===== src/rtl/scan_mem_reader.sv =====
// Issues SRAM reads for the scan address stream and buffers returned words in a
// credit-protected FIFO with frame-end marking. Optional: SCAN_MEM_READER_BOUNDS_CHECK_EN.
module scan_mem_reader #(
  parameter int ADDR_W  = 16,
  parameter int DATA_W  = 16,
  parameter int MEM_LAT = 1,
  parameter int DEPTH   = 4
`ifdef SCAN_MEM_READER_BOUNDS_CHECK_EN
  ,
  parameter int MEM_WORDS = 1024
`endif
) (
  input  logic              clk,
  input  logic              rst_n,
  input  logic              flush,
  input  logic [ADDR_W-1:0] addr_in,
  input  logic              addr_valid,
  output logic              addr_ready,
  input  logic [15:0]       frame_len,
  output logic              mem_en,
  output logic [ADDR_W-1:0] mem_addr,
  input  logic [DATA_W-1:0] mem_rdata,
  output logic [DATA_W-1:0] data_out,
  output logic              data_valid,
  input  logic              data_ready,
  output logic              data_last
`ifdef SCAN_MEM_READER_BOUNDS_CHECK_EN
  ,
  output logic              oob_err,
  output logic              oob_word
`endif
);

  localparam int PTR_W = $clog2(DEPTH);
  localparam int CNT_W = PTR_W + 2;
  localparam logic [CNT_W-1:0] DEPTH_C = CNT_W'(DEPTH);

  logic [PTR_W-1:0]   wr_ptr_q, wr_ptr_d;
  logic [PTR_W-1:0]   rd_ptr_q, rd_ptr_d;
  logic [CNT_W-1:0]   fifo_count_q, fifo_count_d;
  logic [MEM_LAT-1:0] vld_q, vld_d;
  logic [15:0]        beat_cnt_q, beat_cnt_d;
  logic [DATA_W-1:0]  fifo_mem_q [DEPTH];

  logic [CNT_W-1:0]   credits;
  logic [15:0]        frame_last;
  logic [DATA_W-1:0]  push_data;
  logic               accept, push, pop, oob_acc, tap_oob;

  // Every issued read owns a FIFO slot until it is popped, so the FIFO can never overflow.
  always_comb begin
    credits = fifo_count_q;
    for (int i = 0; i < MEM_LAT; i++) credits = credits + CNT_W'(vld_q[i]);
  end

  assign addr_ready = (credits < DEPTH_C) & ~flush & rst_n;
  assign accept     = addr_valid & addr_ready;
  assign mem_en     = accept & ~oob_acc;
  assign mem_addr   = mem_en ? addr_in : '0;

  assign push       = vld_q[MEM_LAT-1] & ~flush;
  assign data_valid = (fifo_count_q != '0);
  assign pop        = data_valid & data_ready & ~flush;
  assign data_out   = data_valid ? fifo_mem_q[rd_ptr_q] : '0;
  assign push_data  = tap_oob ? '0 : mem_rdata;

  assign frame_last = frame_len - 16'd1;
  assign data_last  = data_valid & (frame_len != 16'd0) & (beat_cnt_q == frame_last);

  // NOTE: every always_comb output gets a default first so no path can infer a latch.
  always_comb begin
    vld_d        = vld_q << 1;
    vld_d[0]     = accept;
    wr_ptr_d     = wr_ptr_q + PTR_W'(push);
    rd_ptr_d     = rd_ptr_q + PTR_W'(pop);
    fifo_count_d = fifo_count_q + CNT_W'(push) - CNT_W'(pop);
    beat_cnt_d   = beat_cnt_q;
    if (frame_len == 16'd0) begin
      beat_cnt_d = '0;
    end else if (pop) begin
      beat_cnt_d = (data_last || (beat_cnt_q >= frame_last)) ? '0 : beat_cnt_q + 16'd1;
    end
    if (flush) begin
      vld_d        = '0;
      wr_ptr_d     = '0;
      rd_ptr_d     = '0;
      fifo_count_d = '0;
      beat_cnt_d   = '0;
    end
  end

  // NOTE: sequential state uses non-blocking assignments so all flops update together.
  always_ff @(posedge clk or negedge rst_n) begin
    if (!rst_n) begin
      wr_ptr_q     <= '0;
      rd_ptr_q     <= '0;
      fifo_count_q <= '0;
      vld_q        <= '0;
      beat_cnt_q   <= '0;
    end else begin
      wr_ptr_q     <= wr_ptr_d;
      rd_ptr_q     <= rd_ptr_d;
      fifo_count_q <= fifo_count_d;
      vld_q        <= vld_d;
      beat_cnt_q   <= beat_cnt_d;
    end
  end

  // NOTE: FIFO storage is not reset; the count gates data_out, so stale words are never visible.
  always_ff @(posedge clk) begin
    if (push) fifo_mem_q[wr_ptr_q] <= push_data;
  end

`ifdef SCAN_MEM_READER_BOUNDS_CHECK_EN
  localparam int AW1 = ADDR_W + 1;
  localparam logic [ADDR_W:0] MEM_WORDS_C = AW1'(MEM_WORDS);

  logic [MEM_LAT-1:0] oob_pipe_q, oob_pipe_d;
  logic               oob_err_q, oob_err_d;
  logic [DEPTH-1:0]   oob_mem_q;

  // Out-of-range addresses still take a slot but never strobe the SRAM.
  assign oob_acc = accept & ({1'b0, addr_in} >= MEM_WORDS_C);
  assign tap_oob = oob_pipe_q[MEM_LAT-1];

  always_comb begin
    oob_pipe_d    = oob_pipe_q << 1;
    oob_pipe_d[0] = oob_acc;
    oob_err_d     = oob_err_q | oob_acc;
    if (flush) begin
      oob_pipe_d = '0;
      oob_err_d  = 1'b0;
    end
  end

  always_ff @(posedge clk or negedge rst_n) begin
    if (!rst_n) begin
      oob_pipe_q <= '0;
      oob_err_q  <= 1'b0;
    end else begin
      oob_pipe_q <= oob_pipe_d;
      oob_err_q  <= oob_err_d;
    end
  end

  always_ff @(posedge clk) begin
    if (push) oob_mem_q[wr_ptr_q] <= tap_oob;
  end

  assign oob_err  = oob_err_q;
  assign oob_word = data_valid & oob_mem_q[rd_ptr_q];
`else
  assign oob_acc = 1'b0;
  assign tap_oob = 1'b0;
`endif

  a_no_overflow: assert property (@(posedge clk) disable iff (!rst_n)
    !(push && (fifo_count_q == DEPTH_C)));

endmodule


===== config.mk =====
export PLATFORM = sky130hd
export DESIGN_NAME = scan_mem_reader
export DESIGN_NICKNAME = d
export VERILOG_FILES = /design/src/rtl/scan_mem_reader.sv
export SDC_FILE = /design/constraint.sdc
export NUM_CORES = 1
export LEC_CHECK = 0
export CORE_MARGIN = 10
export CORE_UTILIZATION = 47
export DETAILED_ROUTE_END_ITERATION = 16
export PLACE_DENSITY = 0.79
export SETUP_SLACK_MARGIN = 0.5
export SYNTH_ARGS = -nofsm -noshare
export SYNTH_HDL_FRONTEND = slang
export SYNTH_SLANG_ARGS = --single-unit

===== constraint.sdc =====
create_clock -name clk -period 3.4 [get_ports clk]
set_clock_uncertainty 0.05 [all_clocks]
set_input_delay 0.51 -clock clk [delete_from_list [all_inputs] [get_ports clk]]
set_output_delay 0.51 -clock clk [all_outputs]
set_load 0.02 [all_outputs]

==> results.toml <==
[clock_network]
clkSlewWorstSetupHoldPaths_ps = 90
htreeDepth = 3
cts_sinks = 89
numCtsBuffers = 9
cts_tree = "done"
cts_buffer_depth = 2
insertion_delay_ps = 350
ctsHoldBuffers = 0
cts-root-buf = "clkbuf_8"

[setup_path]
crit_arrival_ps = 3050
setup.worst_path.class = "in2out"
worstPathRequired_ps = 2840
crit_path_start_kind = "input port"
worstSetupEndpointType = "primary output"
worstPathMaxFanout = 4

[power]
clockPowerShare = 0.245
total_power_mw = 3.04
ir_drop_mv = 0.418
combPwrFrac = 0.345
p_switching_mw = 0.977
pwr_density_cell_nw_per_um2 = 476
leakagePower_nw = 2.64
swShare = 0.321
cellInternalPower_mw = 2.06
seqPwrFrac = 0.410

[drt]
viasPerCell = 5.46
drc = 0
drt-initial-drc-count = 172
dr_total_vias = 3454
first_pass_iters = 4
wl_per_cell_um = 18.1
drt-total-wl_mm = 11.5
detail-route-antenna-nets = 0

[layout]
drive_gt1_frac = 0.238
area_growth_pct = 37.6
fin_util = 0.660
fill_cells = 725
antennaDiodeCount = 0
mostFrequentLayoutCells = "edfxtp_1, clkdlybuf4s50_1, buf_4, ha_1, nand2_1"
finalInstanceArea_um2 = 6390
fin_nets = 576
final_cells = 633
final_common_cell = "edfxtp_1"

[sta]
rsz0062_at_grt = "true"
setup_violations = 17
setup_tns_ps = -1990
worst_pin_slew_ps = 538
worst_slack_ps = -215
min_period_ps = 3610
timing.final.hold_violations = 0
finalCritPeriodShare = 1.06
slew_headroom = 0.632
hold_slack_ps = 513
max_freq_ghz = 0.277
drv_slew = 0

[floorplanning]
die_w_um = 119
dieArea_um2 = 14300
core_area_um2 = 9680
placementRows = 36
start_util = 0.480
io_pins = 89
die_y_um = 119

[worst_hold_path]
hold_path_class = "reg2reg"

[placed_design]
place_inst = 609
place_ws_ps = -1090
hpwlAfterDp_mm = 8.40
numPortBuffers = 88
placed_area_um2 = 5980
place_congestion = 0.865

[global_routing]
use_met1 = 0.184
grt-ovfl-total = 0
grt_pass1_wl_mm = 18.7
top_usage_layer = "met2"
use_met2 = 0.287
grtUsageTotal = 0.161
antenna_found_initial = 0
first_global_vias = 3718
grt_max_degree = 26
use_met3 = 0.0435

[synth]
synth_top_area_frac = 0.414
yosysSeqAreaShare = 0.548
synth_cell_types = 40
netlist_instances = 364
synth_top_flop_cell = "edfxtp_1"
yosys.area.top_type = "edfxtp_1"
async_reset_ff_frac = 0.281
synthTopCellsByArea = "edfxtp_1, dfrtp_1, mux4_2, ha_1, xnor2_1"
ys_warn_count = 0
syn-cell-area_um2 = 4640
ys_seq_elements = 89
syn_avg_cell_area_um2 = 12.8
synth_edf_count = 64
synth_nets = 445

[status]
violations = "setup timing"
outcome = "finished, violations left"

[job]
cap_violations = 0
[logic make-up after synthesis]
logic type / share of synthesized area
adder cells (fa/ha/maj): 0.0770
AND/OR/NAND/NOR: 0.165
multiplexers: 0.0776
flip-flops: 0.548
buffers and inverters: 0.0234
XOR/XNOR: 0.0471
AO/OA/AOI/OAI: 0.0617
[worst max-delay path, stage by stage]
cell,delay [ps]
buf_6,90
or4_4,540
or3_4,450
nor3b_2,210
xnor2_1,100
ha_1,300
nand4_1,120
or4_4,460
nor3_2,120
buf_4,160
[cell usage after synthesis (4+ instances only)]
cell type	instances
edfxtp_1	64
ha_1	27
nand2_1	27
dfrtp_1	25
and3_1	21
xnor2_1	20
and2_1	19
mux4_2	16
nor2_1	15
o21ai_0	12
clkbuf_1	11
inv_1	11
nand3_1	11
nor3_1	11
nand4_1	9
a21oi_1	6
a31oi_1	6
nor4_1	6
xor2_1	5
nand2b_1	4
nor2b_1	4
[power by group through the flow]
stage	logic [mW]	clock network [mW]	registers, mW
after global routing	1.15	0.809	1.25
after global placement	0.996	0	1.26
after detailed placement	1.02	0	1.26
after CTS	1.03	0.762	1.24
final	1.05	0.744	1.25
after floorplan	0.562	0	1.25
[state kept, by name (all words and copies together), names as in the netlist]
name / cells
fifo_mem_q: 64
beat_cnt_q: 16
fifo_count_q: 4
rd_ptr_q: 2
wr_ptr_q: 2
vld_q: 1
[cell type report]
| type | count | area [um2] | share of cell area |
|---|---|---|---|
| Inverter | 11 | 41.3 | 0.00646 |
| Multi-Input combinational cell | 250 | 2180 | 0.340 |
| Tap cell | 133 | 166 | 0.0260 |
| Clock buffer | 9 | 124 | 0.0194 |
| Sequential cell | 89 | 2550 | 0.399 |
| Timing Repair Buffer | 134 | 1250 | 0.196 |
| Clock inverter | 7 | 82.6 | 0.0129 |
[path summary, 6_finish.rpt]
path                       cells after the start  slack, ps              end           start
hold / removal                                 2        510   beat_cnt_q[15]  beat_cnt_q[15]
max in group asynchronous                      2       2410  fifo_count_q[1]           rst_n
setup / recovery                              10       -210        data_last    frame_len[9]
hold reg to reg                                2        510   beat_cnt_q[15]  beat_cnt_q[15]
min in group asynchronous                      2        610    beat_cnt_q[8]           rst_n
setup reg to reg                               7        720    beat_cnt_q[4]   beat_cnt_q[5]
[layer usage]
| metal | part of all wire | routed length, um |
|---|---|---|
| met4 | 0.017 | 197 |
| met3 | 0.049 | 557 |
| met5 | 0 | 0 |
| met1 | 0.40 | 4600 |
| met2 | 0.53 | 6110 |
[repair_timing]
action	in CTS	in global routing
resized for setup	50	43
cloned	0	2
buffers inserted	4	2
pin swaps	16	18
endpoints found under the setup margin	51	39
Power figures use the tool's default switching activity.
